$ cat config.mk
export PLATFORM = sky130hd
export DESIGN_NAME = hdmi_display_ctrl
export DESIGN_NICKNAME = d
export VERILOG_FILES = /design/src/rtl/hdmi_ctrl_pkg.sv /design/src/rtl/btn_debounce.sv /design/src/rtl/hdmi_display_ctrl.sv
export SDC_FILE = /design/constraint.sdc
export NUM_CORES = 1
export LEC_CHECK = 0
export BUFFER_PORTS_ARGS = -buffer_cell sky130_fd_sc_hd__buf_4
export CAP_MARGIN = 20
export CORE_MARGIN = 2
export CORE_UTILIZATION = 35
export CTS_CLUSTER_DIAMETER = 40
export DETAILED_ROUTE_END_ITERATION = 8
export PLACE_DENSITY_LB_ADDON = 0.12
export SLEW_MARGIN = 40
export SYNTH_ARGS = -nofsm -noshare
export SYNTH_HDL_FRONTEND = slang
export SYNTH_HIERARCHICAL = 1
export SYNTH_SLANG_ARGS = --single-unit
$ cat constraint.sdc
create_clock -name clk -period 2.6 [get_ports clk]
set_input_delay 0.13 -clock clk [delete_from_list [all_inputs] [get_ports clk]]
set_output_delay 0.13 -clock clk [all_outputs]
set_load 0.02 [all_outputs]
$ cat src/rtl/hdmi_ctrl_pkg.sv
// Shared types and helpers for the HDMI output sequencer: FSM states,
// display mode encodings and the mode-advance rule.
package hdmi_ctrl_pkg;

  typedef enum logic [1:0] {
    IDLE,
    WAIT_FILL,
    RUN,
    RESYNC
  } state_t;

  localparam logic [1:0] MODE_RGB  = 2'd0;
  localparam logic [1:0] MODE_GREY = 2'd1;
  localparam logic [1:0] MODE_TH   = 2'd2;

  // Cycles RGB -> GREY -> THRESHOLD -> RGB; the unused code 3 also maps to RGB.
  function automatic logic [1:0] next_mode(input logic [1:0] mode);
    case (mode)
      MODE_RGB:  return MODE_GREY;
      MODE_GREY: return MODE_TH;
      default:   return MODE_RGB;
    endcase
  endfunction

endpackage

$ cat src/rtl/btn_debounce.sv
// Two-flop synchroniser plus stability counter for an asynchronous push-button.
// The output changes only after DEBOUNCE_CYCLES consecutive samples at the new level.
module btn_debounce #(
  parameter logic [19:0] DEBOUNCE_CYCLES = 20'd500000
) (
  input  logic clk,
  input  logic rst_n,
  input  logic btn_n,
  output logic level
);

  logic [1:0]  sync_q;
  logic [19:0] cnt;

  // NOTE: the first flop may go metastable; only sync_q[1] is used by any logic.
  always_ff @(posedge clk or negedge rst_n) begin
    if (!rst_n) begin
      sync_q <= 2'b11;
    end else begin
      sync_q <= {sync_q[0], btn_n};
    end
  end

  // Any sample matching the accepted level (a bounce back) restarts the count.
  always_ff @(posedge clk or negedge rst_n) begin
    if (!rst_n) begin
      level <= 1'b1;
      cnt   <= '0;
    end else if (sync_q[1] == level) begin
      cnt <= '0;
    end else if (cnt == DEBOUNCE_CYCLES - 20'd1) begin
      level <= sync_q[1];
      cnt   <= '0;
    end else begin
      cnt <= cnt + 20'd1;
    end
  end

endmodule

$ cat src/rtl/hdmi_display_ctrl.sv
// HDMI output sequencer: holds the timing generator until the line FIFO is primed,
// gates FIFO reads, flags underflow, and applies the display mode at frame boundaries.
module hdmi_display_ctrl
  import hdmi_ctrl_pkg::*;
#(
  parameter int unsigned START_LEVEL     = 1568,
  parameter logic [19:0] DEBOUNCE_CYCLES = 20'd500000,
  parameter int unsigned FILL_W          = 12
) (
  input  logic              clk,
  input  logic              rst_n,
  input  logic              cam_frame_start,
  input  logic [FILL_W-1:0] fifo_level,
  input  logic              fifo_empty,
  input  logic              pix_req,
  input  logic              vs,
  input  logic              mode_btn_n,
  output logic              hdmi_en,
  output logic              fifo_rd,
  output logic [1:0]        slo,
  output logic              underflow,
  output logic [7:0]        frame_cnt
);

  localparam logic [FILL_W-1:0] START_LVL = FILL_W'(START_LEVEL);

  state_t     state;
  logic       btn_level;
  logic       btn_level_q;
  logic       vs_q;
  logic       frame_tick;
  logic [1:0] pending_mode;

  btn_debounce #(
    .DEBOUNCE_CYCLES(DEBOUNCE_CYCLES)
  ) u_btn_debounce (
    .clk  (clk),
    .rst_n(rst_n),
    .btn_n(mode_btn_n),
    .level(btn_level)
  );

  // NOTE: sequential state uses non-blocking assignments so every register samples pre-edge values.
  always_ff @(posedge clk or negedge rst_n) begin
    if (!rst_n) begin
      state     <= IDLE;
      hdmi_en   <= 1'b0;
      underflow <= 1'b0;
    end else begin
      case (state)
        IDLE: begin
          if (cam_frame_start) state <= WAIT_FILL;
        end
        WAIT_FILL: begin
          if (fifo_level >= START_LVL) begin
            state   <= RUN;
            hdmi_en <= 1'b1;
          end
        end
        // A camera frame start here is deliberately ignored: the display free-runs.
        RUN: begin
          if (pix_req && fifo_empty) begin
            state     <= RESYNC;
            hdmi_en   <= 1'b0;
            underflow <= 1'b1;
          end
        end
        RESYNC: begin
          if (cam_frame_start) state <= WAIT_FILL;
        end
        default: begin
          state   <= IDLE;
          hdmi_en <= 1'b0;
        end
      endcase
    end
  end

  assign fifo_rd = pix_req && (state == RUN) && !fifo_empty;

  // A press that coincides with a boundary lands in pending_mode after slo has
  // already sampled the old value, so it waits for the following boundary.
  always_ff @(posedge clk or negedge rst_n) begin
    if (!rst_n) begin
      vs_q         <= 1'b1;
      frame_tick   <= 1'b0;
      btn_level_q  <= 1'b1;
      pending_mode <= MODE_RGB;
      slo          <= MODE_RGB;
      frame_cnt    <= 8'd0;
    end else begin
      vs_q        <= vs;
      frame_tick  <= vs_q && !vs && (state == RUN);
      btn_level_q <= btn_level;
      if (btn_level_q && !btn_level) pending_mode <= next_mode(pending_mode);
      if ((state != RUN) || frame_tick) slo <= pending_mode;
      if (frame_tick) frame_cnt <= frame_cnt + 8'd1;
    end
  end

endmodule

==> summary.txt, run 1 <==
Pwr
  • Pwr dens: 663.1 mW/mm2
  • Part of the power in combinational logic: 20.7%
  • Flop pwr share: 48.3%
  • Switching share of power: 27.87%
  • Sw Pwr: 0.0004470 W
  • Cell internal pwr: 0.001157 W
  • VDD IR max: 0.2776 mV
  • Clk pwr share: 31.0%
  • Leak Pwr: 1.058 nW
  • Power Total: 0.001604 W

Cells and area
  • Fillers: 550
  • Final Cell Area: 0.002419 mm2
  • Area grow syn2layout: 20.66%
  • Layout cells sized above 1: 26.64%
  • Area of the multi-input gates: 907.1 um2
  • Layout Utilization: 43.92%
  • Most common cell after layout, fill and taps aside: dfrtp_1
  • Reg area: 0.001057 mm2
  • # diodes: 0
  • Nets: 237
  • Most used cells in the layout excluding fill and tap cells: dfrtp_1, buf_4, nor2_1, xnor2_1, nand2_1

Clocking
  • # Post-CTS Setup Buffers: 0
  • CTS Buf Count: 5
  • CTS tree: done
  • Clock transition at path regs: 0.08 ns
  • Clock Latency Late Sink: 0.29 ns
  • Clock sink total: 42
  • CTS H-tree lvls: 2
  • Clk root buf: clkbuf_8
  • Clock Tree Buf Depth: 2

Die
  • Die Y-Extent: 79.68 um
  • Num rows: 27
  • IO Pins: 32
  • DIE AREA: 0.006348 mm2
  • Core Area: 0.005507 mm2
  • Die W: 79.68 um
  • Starting density of the core: 36.40%

Hold path
  • Worst min path class: input port to flop
  • Worst Hold Launch: pix_req

Global route
  • Vias in the first global route: 1449
  • Largest net degree at the start of global routing: 43
  • Initial antenna violation count: 0
  • Global-route wire length before repair: 6527 um
  • GRT Residual Overflow: 0
  • Tot GR Track Use: 12.98%

Synthesis
  • Sequential fraction of the synthesis area: 52.75%
  • Post-Syn Instances: 179
  • Synthesis Warnings: 6
  • Post-synth top area share: 46.19%
  • Number of synthesized register bits: 42
  • Post-Syn Nets: 203
  • Mapped cell area: 0.002004 mm2
  • Yosys top cell by area: dfrtp_1
  • Post-synthesis cell type count: 41
  • Synth area leaders: dfrtp_1, dfstp_2, xnor2_1, nor2_1, xor2_1
  • Mapped Avg Cell Area: 11.20 um2

Critical path
  • Worst EP required: 2.78 ns
  • CP Max Fanout: 10
  • Worst setup SP type: flop
  • Worst r2r src: u_btn_debounce/cnt[0]
  • Crit path kind: flop to flop
  • Critical path endpoint category: flop
  • CP Data Arrival Time: 2.12 ns
  • Setup crit start: u_btn_debounce/cnt[0]

Timing
  • Measured slew at the worst slew-check pin: 0.5293 ns
  • Max Clock Skew: 0.003348 ns
  • Slew Limit Fails: 0
  • Final period utilization: 74.54%
  • Unrepaired setup endpoints after global routing: no
  • Rel. slew slack: 64.72%
  • Clock period minus worst slack: 1.938 ns
  • Setup tns final: 0 ns
  • # setup viols final: 0
  • Hold Violations, Final: 0
  • F_max: 516.0 MHz

Route
  • WL/cell: 12.45 um
  • WL final: 3562 um
  • Router iterations before antenna repair: 4
  • DRT iter0 DRCs: 95
  • DRC violations left: 0
  • Via count: 1417
  • Remaining antenna violation count: 0
  • Via density: 4.955

Place
  • Placer Congestion: 0.7786
  • Placed inst area: 0.002280 mm2
  • IO Port Bufs: 26
  • HPWL after detailed placement: 2522 um

Flow run
  • Max-cap violations: 0

Outcome
  • Status: finished clean
stage by stage:
step                cells  hold slack, ns  setup slack [ns]
global placement      275          0.1403            0.6818
floorplan             179         -0.1656            0.9323
finish                286          0.1112            0.6620
CTS                   286         0.09916            0.6397
detailed placement    275          0.1506            0.6616
global route          286         0.09845            0.4686
repair_timing:
item                      in CTS  in global routing
hold buffers                   3                  0
gates resized for setup        0                  0
hold endpoints to repair      39                  0
worst paths after layout:
path / slack, ns / cells after the start / endpoint
max: 0.66 / 6 / u_btn_debounce/cnt[7]
min: 0.11 / 2 / underflow
max reg2reg: 0.66 / 6 / u_btn_debounce/cnt[7]
min reg2reg: 0.36 / 0 / u_btn_debounce/sync_q[1]
max in group asynchronous: 1.86 / 2 / btn_level_q
min in group asynchronous: 0.35 / 2 / frame_cnt[3]
layout make-up:
cell class                 instances  share of cell area [%]
inverter                           6                  0.9312
tap                               72                   3.725
multi-input combinational        128                   37.51
sequential                        42                   43.71
timing repair buffer              30                   9.622
clock buffer                       5                   2.845
clock inverter                     3                   1.655
worst max-delay path: stages, from the launching register on:
cell and delay, ns:
dfrtp_1 0.41, ha_1 0.24, nand4_2 0.24, nand3b_1 0.27
o21bai_2 0.36, buf_4 0.25, nor2_1 0.06
kinds of logic after synthesis:
kind of cell | share of synthesized area (%)
XOR/XNOR | 9.613
buffers and inverters | 1.998
flip-flops | 52.75
AND/OR/NAND/NOR | 23.35
multiplexers | 4.307
adder cells (fa/ha/maj) | 3.121
AO/OA/AOI/OAI | 4.869
flip-flops by register name (all words and copies together), names as in the netlist:
register	cells
u_btn_debounce/level	1
underflow	1
pending_mode	2
state	2
frame_cnt	8
slo	2
btn_level_q	1
u_btn_debounce/cnt	20
u_btn_debounce/sync_q	2
hdmi_en	1
vs_q	1
frame_tick	1
synthesized netlist by cell type:
master,number
o31ai_1,3
nor3_1,2
o21bai_1,1
and3b_1,1
or2_4,1
mux2_2,5
xor2_1,8
nand4_2,1
nand4_1,7
o21ai_2,1
or4_1,3
a31o_2,1
nor4b_1,1
nand2b_1,2
nor2_2,1
ha_1,5
o2bb2ai_1,1
and3_1,1
o21bai_2,1
nor4_4,1
mux2i_1,3
xnor2_1,14
nand3_1,10
nand3b_1,1
inv_1,6
nor2b_1,3
nor2_1,22
nand3_2,1
nor4bb_1,1
buf_2,2
nand2_1,11
nor4_2,2
a21oi_1,6
or3_1,1
nand2_2,1
nand4_4,1
dfstp_2,5
nor4_1,3
buf_4,1
dfrtp_1,37
and4_1,1
power groups by stage:
stage               clock [W]  sequential [W]  combinational, W
floorplan                   0        0.000818          0.000174
global placement            0        0.000784          0.000321
detailed placement          0        0.000788          0.000335
CTS                  0.000524        0.000775          0.000340
global route         0.000552        0.000787          0.000370
finish               0.000497        0.000775          0.000332
routing by layer:
| layer | share of wire (%) | wire length, um | global-route usage (%) |
|---|---|---|---|
| met2 | 51 | 1813 | 21.51 |
| met5 | 0 | 0 | 0 |
| met3 | 3.8 | 137 | 3.394 |
| met1 | 44 | 1563 | 16.29 |
| met4 | 1.3 | 48 | 4.655 |
(Power assumes the default switching activity.)
==> inputs of run 2 (changes only) <==
- ABC_AREA: unset -> 1
- clock period: 2.6 -> 1.88 ns (I/O delays scaled with it)
==> summary.txt, run 2 <==
Clocking
  • Resize count post-CTS: 0 (unchanged)
  • CTS H-tree lvls: 2 (unchanged)
  • CTS tree: done
  • # Post-CTS Setup Buffers: 0 (unchanged)
  • CTS Buf Count: 5 (unchanged)
  • Clock Tree Buf Depth: 2 (unchanged)
  • Clock sink total: 42 (unchanged)
  • Clock Latency Late Sink: 0.30 ns (about the same)
  • Cts hold-fix bufs: 3 (unchanged)
  • Clk root buf: clkbuf_8
  • Clock transition at path regs: 0.08 ns (about the same)

Critical path
  • Crit path largest cell delay: 0.42 ns (about the same)
  • Buffers plus inverters on the worst setup path: 2 (+1)
  • Crit path kind: flop to output pin
  • Slowest stage cell, crit path: dfrtp_1
  • Cell family with most CP delay: flip-flops
  • Critical path cell sequence: inv_1 > ha_1 > nand2_1 > nor2_1 > buf_4
  • Worst setup SP type: flop
  • Critical path endpoint category: output pin
  • CP Max Fanout: 7 (-3)
  • CP Data Arrival Time: 1.39 ns (-0.73 ns)
  • Worst EP required: 1.79 ns (-0.99 ns)

Timing
  • F_max: 672.7 MHz
  • Setup tns final: 0 ns (unchanged)
  • Final period utilization: 79.07%
  • Rel. slew slack: 64.37% (-0.34 points)
  • Max Clock Skew: 0.007502 ns (+0.004154 ns)
  • Measured slew at the worst slew-check pin: 0.5344 ns (+0.005115 ns)
  • Clock period minus worst slack: 1.487 ns
  • # setup viols final: 0 (unchanged)
  • Slew Limit Fails: 0 (unchanged)
  • Unrepaired setup endpoints after global routing: no
  • Hold Violations, Final: 0 (unchanged)

Place
  • IO Port Bufs: 26 (unchanged)
  • Placer Congestion: 0.8196 (+5.3%)
  • HPWL after detailed placement: 3100 um (+23%)

Synthesis
  • Cell with the most instances after synthesis: nand2_1
  • Post-Syn Instances: 276 (+54%)
  • Synth area leaders: dfrtp_1, nand2_1, nor2_1, dfstp_2, inv_1
  • Top FF cell, synth: dfrtp_1
  • Mapped Avg Cell Area: 8.083 um2 (-28%)
  • Synthesis Warnings: 6 (unchanged)
  • Synth top cells by count: nand2_1, nor2_1, dfrtp_1
  • Post-synth top area share: 41.50% (-4.7 points)
  • Sequential fraction of the synthesis area: 47.39% (-5.4 points)
  • Number of synthesized register bits: 42 (unchanged)
  • Yosys top cell by area: dfrtp_1
  • Mapped cell area: 0.002231 mm2 (+11%)
  • Post-synth ARST share: 100.0% (unchanged)
  • Post-synthesis cell type count: 26 (-37%)
  • Post-Syn Nets: 300 (+48%)
  • Post-synth EDFFs: 0 (unchanged)

Global route
  • Tot GR Track Use: 13.44% (+0.46 points)
  • Global-route wire length before repair: 7603 um (+16%)
  • Largest net degree at the start of global routing: 43 (unchanged)
  • Initial antenna violation count: 0 (unchanged)
  • Vias in the first global route: 1664 (+15%)
  • GRT Residual Overflow: 0 (unchanged)

Route
  • Via density: 4.419 (-11%)
  • DRC violations left: 0 (unchanged)
  • WL final: 4233 um (+19%)
  • Remaining antenna violation count: 0 (unchanged)
  • WL/cell: 10.88 um (-13%)
  • Router iterations before antenna repair: 4 (unchanged)
  • Via count: 1719 (+21%)
  • DRT iter0 DRCs: 137 (+44%)

Cells and area
  • Layout Utilization: 42.52% (-1.4 points)
  • Most used cells in the layout excluding fill and tap cells: nand2_1, nor2_1, dfrtp_1, inv_1, buf_4
  • Layout cells sized above 1: 18.27% (-8.4 points)
  • # diodes: 0 (unchanged)
  • Largest registers: u_btn_debounce/cnt (20), frame_cnt (8)
  • Most common cell after layout, fill and taps aside: nand2_1
  • Nets: 335 (+41%)
  • Area grow syn2layout: 18.96%
  • Max reg flops: 20 (unchanged)
  • Most flops, register: u_btn_debounce/cnt

Pwr
  • Leak Pwr: 1.267 nW (+20%)
  • VDD IR max: 0.4273 mV (+54%)
  • Pwr dens: 887.2 mW/mm2 (+34%)
  • Power Total: 0.002354 W (+47%)

Die
  • Core Area: 0.006241 mm2 (+13%)
  • DIE AREA: 0.007028 mm2 (+11%)
  • Starting density of the core: 35.75% (-0.66 points)
  • Die W: 83.84 um (+5.2%)
  • Die Y-Extent: 83.84 um (+5.2%)
  • Num rows: 29 (+7.4%)
  • IO Pins: 32 (unchanged)

Outcome
  • Status: finished clean

Hold path
  • Worst min path class: input port to flop

Flow run
  • Max-cap violations: 0 (unchanged)
[run 2: cell count changes in the layout (fill, tap and decap cells not counted), moves of 6 or more]
cell     previous run  this run
nand2_1            11        70
nor2_1             22        55
inv_1               6        32
xnor2_1            14         5
nand3_1            10        18
nand4_1             7         1
nor2_4              0         6
[run 2: kinds of logic after synthesis]
logic type | Yosys count | synth area share (%)
simple gates | 169 | 34.88
flops | 42 | 47.39
fa+ha+maj | 5 | 2.804
compound gates | 10 | 2.243
buf+inv | 34 | 6.113
xor+xnor | 15 | 5.889
mux | 1 | 0.6728
[run 2: through the flow]
stage | hold slack, ns | area (um2) | std cells | setup WS, ns
after floorplan | -0.2016 | 2231 | 276 | 0.5811
after global placement | 0.1243 | 2514 | 378 | 0.4497
after detailed placement | 0.1313 | 2514 | 378 | 0.4401
after CTS | 0.05886 | 2654 | 389 | 0.3685
after global routing | 0.08015 | 2654 | 389 | 0.2711
final | 0.06337 | 2654 | 389 | 0.3935
[run 2: layout make-up]
class                      count  area [um2]
inverter                      32       120.1
timing repair buffer          30       232.7
sequential                    42        1057
tap                           77       96.34
clock buffer                   6       72.57
multi-input combinational    200        1037
fill                         627        3587
clock inverter                 2       37.54
[run 2: worst paths after layout]
check | startpoint | to | slack [ns] | cells after the start
setup reg to reg | u_btn_debounce/cnt[0] | u_btn_debounce/cnt[18] | 0.43 | 8
min in group asynchronous | rst_n | hdmi_en | 0.32 | 2
max in group asynchronous | rst_n | u_btn_debounce/sync_q[0] | 1.19 | 2
setup / recovery | state[0] | fifo_rd | 0.39 | 5
hold reg to reg | u_btn_debounce/sync_q[0] | u_btn_debounce/sync_q[1] | 0.35 | 0
hold / removal | pix_req | underflow | 0.06 | 3
[run 2: worst min-delay path, stage by stage]
cell and delay [ns]:
buf_4 0.09, nand3_1 0.08, nand2_1 0.06
[run 2: power by group]
| part | internal (W) | switching (W) |
|---|---|---|
| sequential | 0.000997 | 0.0000862 |
| clock | 0.000396 | 0.000317 |
| combinational | 0.000232 | 0.000326 |
| total | 0.00163 | 0.000729 |
[run 2: per-layer routing]
layer / track usage (%) / wire length (um) / up-vias
met4: 5.718 / 82 / 0
met5: 0 / 0 / -
li1: - / - / 913
met2: 20.51 / 1901 / 23
met3: 3.462 / 122 / 7
met1: 18.11 / 2128 / 776
